**src/rtl/div_result_bcd_pkg.sv**
```systemverilog
// Shared constants for the divider result BCD converter: FSM encodings and
// double-dabble digit constants.
package div_result_bcd_pkg;

    localparam logic [1:0] ST_IDLE   = 2'd0;
    localparam logic [1:0] ST_CONV_Q = 2'd1;
    localparam logic [1:0] ST_CONV_R = 2'd2;
    localparam logic [1:0] ST_DONE   = 2'd3;

    localparam int BCD_DIGIT_W   = 4;
    localparam int DABBLE_ADD    = 3;
    localparam int DABBLE_THRESH = 5;

endpackage

```
**src/rtl/div_result_bcd_if.sv**
```systemverilog
// Bundle between the signed divider / display consumer (master) and the
// BCD result stage (slave). Suffixes are from the slave's point of view.
interface div_result_bcd_if #(
    parameter int W      = 8,
    parameter int DIGITS = 3
);
    logic                  in_ready_i;
    logic [W-1:0]          quotient_i;
    logic [W-1:0]          remainder_i;
    logic                  sign_i;
    logic                  ack_i;
    logic                  busy_o;
    logic                  valid_o;
    logic                  quot_neg_o;
    logic                  rem_neg_o;
    logic [4*DIGITS-1:0]   quot_bcd_o;
    logic [4*DIGITS-1:0]   rem_bcd_o;

    modport master (
        output in_ready_i, quotient_i, remainder_i, sign_i, ack_i,
        input  busy_o, valid_o, quot_neg_o, rem_neg_o, quot_bcd_o, rem_bcd_o
    );

    modport slave (
        input  in_ready_i, quotient_i, remainder_i, sign_i, ack_i,
        output busy_o, valid_o, quot_neg_o, rem_neg_o, quot_bcd_o, rem_bcd_o
    );
endinterface

```
**src/rtl/div_result_bcd_dabble_step.sv**
```systemverilog
// One combinational double-dabble step over the {BCD digits, binary} column:
// every digit >= 5 gets +3, then the whole column shifts left by one.
module bcd_dabble_step
    import div_result_bcd_pkg::*;
#(
    parameter int W      = 8,
    parameter int DIGITS = 3
) (
    input  logic [DIGITS*BCD_DIGIT_W+W-1:0] col_i,
    output logic [DIGITS*BCD_DIGIT_W+W-1:0] col_o
);
    logic [DIGITS*BCD_DIGIT_W+W-1:0] adj;

    // Digit correction followed by the shift; the MSB shifted out is always 0
    // as long as DIGITS is large enough for the input range.
    always_comb begin
        adj = col_i;
        for (int d = 0; d < DIGITS; d++) begin
            if (adj[W + d*BCD_DIGIT_W +: BCD_DIGIT_W] >= BCD_DIGIT_W'(DABBLE_THRESH)) begin
                adj[W + d*BCD_DIGIT_W +: BCD_DIGIT_W] =
                    adj[W + d*BCD_DIGIT_W +: BCD_DIGIT_W] + BCD_DIGIT_W'(DABBLE_ADD);
            end
        end
        col_o = adj << 1;
    end
endmodule

```
**src/rtl/div_result_bcd.sv**
```systemverilog
// Divider result stage: captures quotient/remainder on a fresh Ready edge,
// converts each to sign + BCD magnitude with one shared double-dabble step,
// and holds the result under a Valid/Ack handshake.
//   state   | meaning
//   IDLE    | waiting for a rising edge of in_ready
//   CONV_Q  | W dabble steps on the quotient magnitude
//   CONV_R  | W dabble steps on the remainder magnitude
//   DONE    | result presented, waiting for ack
module div_result_bcd
    import div_result_bcd_pkg::*;
#(
    parameter int INPUT_BIT_WIDTH = 8,
    parameter int DIGITS          = 3
) (
    input logic             clk,
    input logic             rst_n,
    div_result_bcd_if.slave bus
);
    localparam int W  = INPUT_BIT_WIDTH;
    localparam int BW = DIGITS * BCD_DIGIT_W;
    localparam int CW = (W > 1) ? $clog2(W) : 1;
    localparam logic [CW-1:0] CNT_LAST = CW'(W - 1);

    logic [1:0]    state_q, state_d;
    logic [CW-1:0] cnt_q, cnt_d;
    logic          ready_q;
    logic [BW-1:0] bcd_q, bcd_d;
    logic [W-1:0]  bin_q, bin_d;
    logic [W-1:0]  rem_mag_q, rem_mag_d;
    logic [BW-1:0] qpark_q, qpark_d;
    logic          qneg_cap_q, qneg_cap_d;
    logic          rneg_cap_q, rneg_cap_d;
    logic          busy_q, busy_d;
    logic          valid_q, valid_d;
    logic          quot_neg_q, quot_neg_d;
    logic          rem_neg_q, rem_neg_d;
    logic [BW-1:0] quot_bcd_q, quot_bcd_d;
    logic [BW-1:0] rem_bcd_q, rem_bcd_d;

    logic          start;
    logic          q_neg, r_neg;
    logic [W-1:0]  q_mag, r_mag;
    logic [BW+W-1:0] step_col;

    assign start = bus.in_ready_i & ~ready_q;

    // Negation happens once at capture; -2^(W-1) maps to 2^(W-1) unsigned.
    assign q_neg = bus.sign_i & bus.quotient_i[W-1];
    assign r_neg = bus.sign_i & bus.remainder_i[W-1];
    assign q_mag = q_neg ? -bus.quotient_i  : bus.quotient_i;
    assign r_mag = r_neg ? -bus.remainder_i : bus.remainder_i;

    bcd_dabble_step #(.W(W), .DIGITS(DIGITS)) u_step (
        .col_i (({bcd_q, bin_q})),
        .col_o (step_col)
    );

    // Next-state logic for the sequencer, shift column and output registers.
    always_comb begin
        state_d    = state_q;
        cnt_d      = cnt_q;
        bcd_d      = bcd_q;
        bin_d      = bin_q;
        rem_mag_d  = rem_mag_q;
        qpark_d    = qpark_q;
        qneg_cap_d = qneg_cap_q;
        rneg_cap_d = rneg_cap_q;
        busy_d     = busy_q;
        valid_d    = valid_q;
        quot_neg_d = quot_neg_q;
        rem_neg_d  = rem_neg_q;
        quot_bcd_d = quot_bcd_q;
        rem_bcd_d  = rem_bcd_q;
        case (state_q)
            ST_IDLE: begin
                if (start) begin
                    bin_d      = q_mag;
                    rem_mag_d  = r_mag;
                    qneg_cap_d = q_neg;
                    rneg_cap_d = r_neg;
                    bcd_d      = '0;
                    cnt_d      = CNT_LAST;
                    busy_d     = 1'b1;
                    state_d    = ST_CONV_Q;
                end
            end
            ST_CONV_Q: begin
                {bcd_d, bin_d} = step_col;
                cnt_d          = cnt_q - CW'(1);
                if (cnt_q == '0) begin
                    qpark_d = step_col[W +: BW];
                    bcd_d   = '0;
                    bin_d   = rem_mag_q;
                    cnt_d   = CNT_LAST;
                    state_d = ST_CONV_R;
                end
            end
            ST_CONV_R: begin
                {bcd_d, bin_d} = step_col;
                cnt_d          = cnt_q - CW'(1);
                if (cnt_q == '0) begin
                    quot_bcd_d = qpark_q;
                    rem_bcd_d  = step_col[W +: BW];
                    quot_neg_d = qneg_cap_q;
                    rem_neg_d  = rneg_cap_q;
                    busy_d     = 1'b0;
                    valid_d    = 1'b1;
                    state_d    = ST_DONE;
                end
            end
            ST_DONE: begin
                if (bus.ack_i) begin
                    valid_d = 1'b0;
                    state_d = ST_IDLE;
                end
            end
            default: state_d = ST_IDLE;
        endcase
    end

    // State registers; Ready history resets high so a level already present
    // at reset release does not count as a new result.
    always_ff @(posedge clk or negedge rst_n) begin
        if (!rst_n) begin
            state_q    <= ST_IDLE;
            cnt_q      <= '0;
            ready_q    <= 1'b1;
            bcd_q      <= '0;
            bin_q      <= '0;
            rem_mag_q  <= '0;
            qpark_q    <= '0;
            qneg_cap_q <= 1'b0;
            rneg_cap_q <= 1'b0;
            busy_q     <= 1'b0;
            valid_q    <= 1'b0;
            quot_neg_q <= 1'b0;
            rem_neg_q  <= 1'b0;
            quot_bcd_q <= '0;
            rem_bcd_q  <= '0;
        end else begin
            state_q    <= state_d;
            cnt_q      <= cnt_d;
            ready_q    <= bus.in_ready_i;
            bcd_q      <= bcd_d;
            bin_q      <= bin_d;
            rem_mag_q  <= rem_mag_d;
            qpark_q    <= qpark_d;
            qneg_cap_q <= qneg_cap_d;
            rneg_cap_q <= rneg_cap_d;
            busy_q     <= busy_d;
            valid_q    <= valid_d;
            quot_neg_q <= quot_neg_d;
            rem_neg_q  <= rem_neg_d;
            quot_bcd_q <= quot_bcd_d;
            rem_bcd_q  <= rem_bcd_d;
        end
    end

    assign bus.busy_o     = busy_q;
    assign bus.valid_o    = valid_q;
    assign bus.quot_neg_o = quot_neg_q;
    assign bus.rem_neg_o  = rem_neg_q;
    assign bus.quot_bcd_o = quot_bcd_q;
    assign bus.rem_bcd_o  = rem_bcd_q;
endmodule

```
**src/flat_wrapper.sv**
```systemverilog
// flat-port wrapper written by rule: the top's interface ports become plain ports
module div_result_bcd_flat import div_result_bcd_pkg::*;
#(
    parameter int INPUT_BIT_WIDTH = 8,
    parameter int DIGITS          = 3
)
  (clk, rst_n, bus_in_ready_i, bus_quotient_i, bus_remainder_i, bus_sign_i, bus_ack_i, bus_busy_o, bus_valid_o, bus_quot_neg_o, bus_rem_neg_o, bus_quot_bcd_o, bus_rem_bcd_o);
  div_result_bcd_if #(.W(8), .DIGITS(DIGITS)) bus_i ();
  input logic clk;
  input logic rst_n;
  input wire logic [$bits(bus_i.in_ready_i)-1:0] bus_in_ready_i;
  input wire logic [$bits(bus_i.quotient_i)-1:0] bus_quotient_i;
  input wire logic [$bits(bus_i.remainder_i)-1:0] bus_remainder_i;
  input wire logic [$bits(bus_i.sign_i)-1:0] bus_sign_i;
  input wire logic [$bits(bus_i.ack_i)-1:0] bus_ack_i;
  output wire logic [$bits(bus_i.busy_o)-1:0] bus_busy_o;
  output wire logic [$bits(bus_i.valid_o)-1:0] bus_valid_o;
  output wire logic [$bits(bus_i.quot_neg_o)-1:0] bus_quot_neg_o;
  output wire logic [$bits(bus_i.rem_neg_o)-1:0] bus_rem_neg_o;
  output wire logic [$bits(bus_i.quot_bcd_o)-1:0] bus_quot_bcd_o;
  output wire logic [$bits(bus_i.rem_bcd_o)-1:0] bus_rem_bcd_o;
  assign bus_i.in_ready_i = bus_in_ready_i;
  assign bus_i.quotient_i = bus_quotient_i;
  assign bus_i.remainder_i = bus_remainder_i;
  assign bus_i.sign_i = bus_sign_i;
  assign bus_i.ack_i = bus_ack_i;
  assign bus_busy_o = bus_i.busy_o;
  assign bus_valid_o = bus_i.valid_o;
  assign bus_quot_neg_o = bus_i.quot_neg_o;
  assign bus_rem_neg_o = bus_i.rem_neg_o;
  assign bus_quot_bcd_o = bus_i.quot_bcd_o;
  assign bus_rem_bcd_o = bus_i.rem_bcd_o;
  div_result_bcd #(.INPUT_BIT_WIDTH(INPUT_BIT_WIDTH), .DIGITS(DIGITS)) u_core (.clk(clk), .rst_n(rst_n), .bus(bus_i));
endmodule
```
**config.mk**
```make
export PLATFORM = sky130hd
export DESIGN_NAME = div_result_bcd_flat
export DESIGN_NICKNAME = d
export VERILOG_FILES = /design/src/rtl/div_result_bcd_pkg.sv /design/src/rtl/div_result_bcd_if.sv /design/src/rtl/div_result_bcd_dabble_step.sv /design/src/rtl/div_result_bcd.sv /design/src/flat_wrapper.sv
export SDC_FILE = /design/constraint.sdc
export NUM_CORES = 1
export LEC_CHECK = 0
export ABC_AREA = 1
export BUFFER_PORTS_ARGS = -buffer_cell sky130_fd_sc_hd__buf_2
export CAP_MARGIN = 20
export CORE_ASPECT_RATIO = 0.8
export CORE_MARGIN = 3
export CORE_UTILIZATION = 54
export CTS_BUF_LIST = sky130_fd_sc_hd__clkbuf_4
export DETAILED_ROUTE_END_ITERATION = 10
export PLACE_DENSITY = 0.76
export SLEW_MARGIN = 40
export SYNTH_ARGS = -nofsm -noshare
export SYNTH_HDL_FRONTEND = slang
export SYNTH_SLANG_ARGS = --single-unit
```
**constraint.sdc**
```tcl
create_clock -name clk -period 1.35 [get_ports clk]
set_input_delay 0.27 -clock clk [delete_from_list [all_inputs] [get_ports clk]]
set_output_delay 0.27 -clock clk [all_outputs]
set_load 0.005 [all_outputs]
```
==> results of run 1 <==
==> kinds of logic after synthesis <==
family          Yosys count  share of synthesized area
buf+inv                  60                     0.0712
compound gates           81                      0.123
flops                    76                      0.506
xor+xnor                  7                     0.0163
fa+ha+maj                14                     0.0466
simple gates            213                      0.237
==> area by class of cell <==
class	count	area share
Clock inverter	6	0.0119
Clock buffer	10	0.0138
Timing Repair Buffer	123	0.190
Sequential cell	76	0.349
Multi-Input combinational cell	315	0.377
Inverter	49	0.0383
Tap cell	84	0.0193
==> flip-flops by register name, indices dropped and copies added, names as in the netlist <==
register               count
u_core.bus.quot_bcd_o     12
u_core.bus.busy_o          1
u_core.bus.valid_o         1
u_core.cnt_q               3
u_core.qpark_q            12
u_core.bus.quot_neg_o      1
u_core.rem_mag_q           8
u_core.bcd_q              12
u_core.bus.rem_bcd_o      12
u_core.bin_q               8
u_core.state_q             2
u_core.qneg_cap_q          1
u_core.ready_q             1
u_core.rneg_cap_q          1
u_core.bus.rem_neg_o       1
==> tightest hold or removal path, delay by kind of cell <==
kind	cells	cell delay, ns
and+or+nand+nor	2	0.14
buffers and inverters	1	0.09
==> layout by cell type (no fill, tap or decap), types with 4 or more instances in the layout <==
cell type	netlist	layout
nor2_1	27	17
inv_4	0	4
xor2_1	7	5
o22ai_2	2	7
nor2_2	0	7
inv_1	42	29
o21ai_0	49	13
nand2_2	5	21
inv_2	5	12
a21oi_2	0	7
buf_12	0	5
ha_4	0	8
nor2_4	2	5
buf_6	5	22
nand3_1	23	17
nand2_1	150	124
nand2_4	1	11
o22ai_1	9	4
dfrtp_1	75	73
buf_4	0	42
ha_1	14	5
o21ai_2	3	15
nand3_4	0	4
clkbuf_4	0	10
o21ai_1	5	27
buf_2	4	47
==> stage by stage <==
step | worst slack [ns] | TNS [ns]
finish | -0.242 | -7.10
global route | -0.322 | -11.15
CTS | -0.0886 | -2.73
detailed placement | -0.264 | -8.55
global placement | -0.175 | -4.33
floorplan | -0.0416 | -0.715
==> power by group through the flow <==
stage	combinational [uW]	clock [uW]	sequential, uW
after floorplan	2050	0	3000
after global placement	3220	0	3030
after detailed placement	3370	0	3050
after CTS	4210	1420	3050
after global routing	5920	1520	3150
final	5590	1440	3110
==> worst paths after layout <==
| check | endpoint | from |
|---|---|---|
| setup / recovery | u_core.bin_q[6]$_DFFE_PN0P_ | u_core.state_q[0]$_DFFE_PN0P_ |
| hold / removal | u_core.rem_mag_q[7]$_DFFE_PN0P_ | bus_remainder_i[7] |
| setup reg to reg | u_core.bin_q[6]$_DFFE_PN0P_ | u_core.state_q[0]$_DFFE_PN0P_ |
| hold reg to reg | u_core.bus.quot_bcd_o[7]$_DFFE_PN0P_ | u_core.bus.quot_bcd_o[7]$_DFFE_PN0P_ |
| max in group asynchronous | u_core.ready_q$_DFF_PN1_ | rst_n |
| min in group asynchronous | u_core.bcd_q[0]$_DFFE_PN0P_ | rst_n |
==> metal layers <==
metal / vias to the layer above / wire, um
li1: 1705 / -
met1: 1816 / 5050
met2: 222 / 6050
met3: 39 / 1010
met4: 0 / 363
met5: - / 0
==> timing repair <==
action                                  in CTS  in global routing
buffers inserted                             9                 11
hold endpoints to repair                    76                  0
resized for setup                          103                 94
pin swaps                                   23                 20
endpoints found under the setup margin      73                 75
gates cloned                                 2                  3
hold buffers                                 2                  0
==> flow_metrics.tcl, run 1 <==
set metrics [dict create \
    cp_max_fo 4 \
    synth_top_area_share 0.499 \
    synth_area_um2 3760 \
    cts.sinks 76 \
    synth_edf_count 0 \
    vias_per_cell 5.70 \
    postSynth.asyncResetShare 1.00 \
    synth_nets 486 \
    rrSetupSlack_ns -0.24 \
    htree_num_levels 3 \
    fin_ws_ns -0.242 \
    synthTopCellsByCount "150 x nand2_1, 75 x dfrtp_1, 49 x o21ai_0" \
    routed_wl_um 12500 \
    postLayoutCellArea_um2 5460 \
    tritoncts "done" \
    num-nets-final 609 \
    yosys_warnings 0 \
    rows 26 \
    synth_seq_cells 76 \
    wl_per_cell_um 18.8 \
    chipHeight_um 80.7 \
    cp_cell_sequence "buf_4, ha_4, nand3_4, buf_6, nor2_2, nor2_1, nand2_1, nand2_1, a21oi_2" \
    clock.fmax_mhz 628 \
    drive_gt1_frac 0.440 \
    num_vias 3782 \
    die_w_um 99.3 \
    grtUsageMet3 0.0556 \
    start_util 0.573 \
    synth_cell_type_count 30 \
    crit_path_end_kind "register" \
    port_buffers 48 \
    yosysTopAreaCell "dfrtp_1" \
    switchingPower_uw 4300 \
    syn_avg_cell_area_um2 8.34 \
    layoutNonFillerInstCount 663 \
    cts_buffers 9 \
    place_area_um2 4430 \
    path_class "register to register" \
    finalHoldViolCount 0 \
    yosysMostFrequentCell "nand2_1" \
    ant_nets 0 \
    finalMaxSlewViolations 0 \
    grt-ovfl-total 0 \
    clock_path_buffers 2 \
    cpMostUsedCell "nand2_1" \
    rsz0062_at_grt "yes" \
    first_pass_iters 5 \
    fill_cells 338 \
    outcome "finished with violations" \
    crit_path_start_kind "register" \
    ys_seq_area_frac 0.506 \
    r2r_cells 9 \
    crit_slowest_cell "dfrtp_2" \
    crit_family "simple AND/OR/NAND/NOR gates" \
    fp.coreArea_um2 6570 \
    top_usage_layer "met2" \
    p_int_uw 5840 \
    min_path_type "primary input to register" \
    antenna_found_initial 0 \
    p_sw_frac 0.424 \
    min_period_ns 1.59 \
    final_util 0.830 \
    syn_inst 451 \
    drt_iter0_drc 440 \
    drc_errors 0 \
    seqPwrFrac 0.307 \
    grt_use_met2 0.439 \
    syn2layout_area_growth_pct 45.0 \
    place_inst 621 \
    clock_latency_ns 0.45 \
    power_per_cell_area_nw_per_um2 1860 \
    worst-path-buf-inv 2 \
    grt_pass1_vias 3495 \
    grt_pass1_wl_um 16200 \
    pwr-share-comb 0.551 \
    worst_pin_slew_ns 0.404 \
    use_met1 0.331 \
    clock_power_share 0.142 \
    hold_path_depth 3 \
    die_area_um2 8010 \
    crit_arrival_ns 1.92 \
    io_pins 49 \
    violations "setup timing" \
    max_stage_delay_ns 0.46 \
    cap_violations 0 \
    cts_root_buffer "clkbuf_4" \
    ir_worst_vdd_uv 1210 \
    yosys_most_used_dff "dfrtp_1" \
    post-route-period-util 1.18 \
    hpwlAfterDp_um 6460 \
    setup_viol_count_final 74 \
    fin_skew_ns 0.0229 \
    grt_max_degree 77 \
    gp_congestion 0.913 \
    multiInputGateArea_um2 2060 \
    p_total_uw 10100 \
    cp.required_ns 1.68 \
    cts.clk_slew.worst_paths_ns 0.13 \
    worst-path-stages 9 \
    grt_usage 0.260 \
    regArea_um2 1910 \
    slew-limit-headroom 0.730 \
    p_leak_uw 0.00275 \
    yosys-top-cells-area "dfrtp_1 50%, nand2_1 15%, o21ai_0 6.5%" \
    antennaDiodeCount 0 \
    whs_ns 0.0963 \
]
No activity file was read; power rests on OpenSTA's default activity.
==> run 2, diff against run 1 <==
--- a/config.mk
+++ b/config.mk
@@ -14,7 +14,9 @@
 export CTS_BUF_LIST = sky130_fd_sc_hd__clkbuf_4
 export DETAILED_ROUTE_END_ITERATION = 10
 export PLACE_DENSITY = 0.76
+export SETUP_SLACK_MARGIN = 0.02
 export SLEW_MARGIN = 40
 export SYNTH_ARGS = -nofsm -noshare
 export SYNTH_HDL_FRONTEND = slang
 export SYNTH_SLANG_ARGS = --single-unit
+export TNS_END_PERCENT = 10
==> run 2 against run 1 <==
  * The flow still finishes with violations (setup timing)
  * Register-to-register slack better by 0.09 ns
  * Count of clock-buffer cells in the layout decreased by 1
  * Core utilization down 7.9 points
  * Hold slack worse by 0.022 ns
  * Maximum frequency rose by 5.7%
  * Wire length is 21% lower
  * Sequential power shrank 2%
  * Clock power fell by 13%
  * Final area fell by 9.5%
  * Via count down 9.8%
  * Critical endpoint is now u_core.state_q[0]$_DFFE_PN0P_
  * Largest cell class unchanged
==> flow_metrics.tcl, run 2 (synthesized netlist as in run 1, its figures left out) <==
set metrics [dict create \
    outcome "finished with violations" \
    violations "setup timing" \
    chipHeight_um 80.7 \
    slew-limit-headroom 0.758 \
    first_pass_iters 5 \
    postLayoutCellArea_um2 4940 \
    fin_skew_ns 0.0173 \
    rows 26 \
    clock_latency_ns 0.46 \
    crit_slowest_cell "dfrtp_1" \
    die_w_um 99.3 \
    hold_path_depth 3 \
    vias_per_cell 5.42 \
    rsz0062_at_grt "yes" \
    cts.clk_slew.worst_paths_ns 0.13 \
    syn2layout_area_growth_pct 31.2 \
    worst-path-buf-inv 2 \
    path_class "register to register" \
    die_area_um2 8010 \
    fin_ws_ns -0.156 \
    cap_violations 0 \
    layout_commonest_cell "nand2_1" \
    worst-path-stages 8 \
    fp.coreArea_um2 6570 \
    drt_iter0_drc 226 \
    start_util 0.573 \
    max_stage_delay_ns 0.45 \
    layout_common_cells "130 x nand2_1, 74 x dfrtp_1, 47 x buf_2, 30 x buf_4" \
    ant_nets 0 \
    routed_wl_um 9890 \
    min_path_type "primary input to register" \
    finalHoldViolCount 0 \
    worst_pin_slew_ns 0.358 \
    min_period_ns 1.51 \
    gp_congestion 0.836 \
    ir_worst_vdd_uv 985 \
    hpwlAfterDp_um 6530 \
    p_total_uw 8700 \
    grt_pass1_wl_um 15700 \
    grt_usage 0.251 \
    whs_ns 0.0744 \
    crit_family "flip-flops" \
    io_pins 49 \
    clock.fmax_mhz 664 \
    grt-ovfl-total 0 \
    grt_pass1_vias 3276 \
    num_vias 3411 \
    finalMaxSlewViolations 0 \
    grt_max_degree 39 \
    post-route-period-util 1.12 \
    r2r_cells 8 \
    htree_num_levels 3 \
    cts_root_buffer "clkbuf_4" \
    antenna_found_initial 0 \
    power_per_cell_area_nw_per_um2 1760 \
    cp.required_ns 1.73 \
    antennaDiodeCount 0 \
    place_area_um2 4360 \
    p_leak_uw 0.00252 \
    num-nets-final 575 \
    cp_max_fo 5 \
    cp_cell_sequence "buf_4, ha_4, buf_4, nand2_2, nand2_2, nor2_4, o21ai_1, o21ai_1" \
    port_buffers 48 \
    tritoncts "done" \
    clock_path_buffers 2 \
    crit_path_start_kind "register" \
    drive_gt1_frac 0.354 \
    wl_per_cell_um 15.7 \
    cts_buffers 9 \
    crit_arrival_ns 1.88 \
    setup_viol_count_final 47 \
    crit_path_end_kind "register" \
    drc_errors 0 \
    cts.sinks 76 \
]
[run 2: changes by cell type in the layout (fill, tap and decap cells not counted), moves of 5 or more]
| cell | delta |
|---|---|
| buf_6 | -16 |
| a21oi_2 | -6 |
| nand2_4 | -5 |
| nor2_1 | +8 |
| o21ai_0 | +6 |
| o21ai_2 | -6 |
| a21oi_1 | +6 |
| nand2_1 | +6 |
| buf_4 | -12 |
| nor2_2 | -7 |
[run 2: layout make-up]
cell class / count / area, um2
well taps: 84 / 105
repair buffers: 89 / 628
flip-flops and latches: 76 / 1900
clock inverters: 7 / 51.3
clock buffers: 9 / 67.6
inverters: 49 / 209
fillers: 437 / 1630
multi-input cells: 315 / 1970
[run 2: path summary, 6_finish.rpt]
kind	slack, ns	from	endpoint
max	-0.16	u_core.state_q[1]$_DFFE_PN0P_	u_core.state_q[0]$_DFFE_PN0P_
min	0.07	bus_remainder_i[7]	u_core.rem_mag_q[7]$_DFFE_PN0P_
max reg2reg	-0.16	u_core.state_q[1]$_DFFE_PN0P_	u_core.state_q[0]$_DFFE_PN0P_
min reg2reg	0.48	u_core.bus.quot_bcd_o[9]$_DFFE_PN0P_	u_core.bus.quot_bcd_o[9]$_DFFE_PN0P_
max in group asynchronous	0.66	rst_n	u_core.bus.quot_bcd_o[9]$_DFFE_PN0P_
min in group asynchronous	0.24	rst_n	u_core.rem_mag_q[7]$_DFFE_PN0P_
[run 2: metrics by stage]
| stage | setup TNS [ns] | setup slack [ns] | utilization | std cells |
|---|---|---|---|---|
| floorplan | -0.00960 | -0.00920 | - | 451 |
| global placement | -4.29 | -0.138 | 0.663 | 607 |
| detailed placement | -8.21 | -0.198 | 0.663 | 607 |
| CTS | -1.37 | -0.0865 | 0.712 | 629 |
| global route | -7.47 | -0.226 | 0.751 | 629 |
| finish | -2.74 | -0.156 | 0.751 | 629 |
[run 2: routing by layer]
metal | global-route usage | routed length (um) | vias up
li1 | - | - | 1623
met1 | 0.344 | 4310 | 1657
met2 | 0.399 | 4830 | 112
met3 | 0.0660 | 573 | 19
met4 | 0.0668 | 180 | 0
met5 | 0 | 0 | -
[run 2: tightest hold or removal path, cell delays in order]
cell,delay (ns)
buf_2,0.09
nand3_1,0.07
nand2_1,0.07
[run 2: timing repair]
| action | 4_1_cts | 5_1_grt |
|---|---|---|
| endpoints found under the hold margin | 52 | 0 |
| buffers inserted | 4 | 2 |
| resized for setup | 55 | 75 |
| hold buffers | 2 | 0 |
| pin swaps | 18 | 14 |
| gates cloned | 0 | 0 |
| endpoints found under the setup margin | 74 | 76 |
[run 2: report_power, final]
group / internal (uW) / switching, uW / total, uW
logic: 1810 / 2560 / 4370
clock network: 387 / 877 / 1260
registers: 2750 / 308 / 3060
total: 4950 / 3740 / 8700
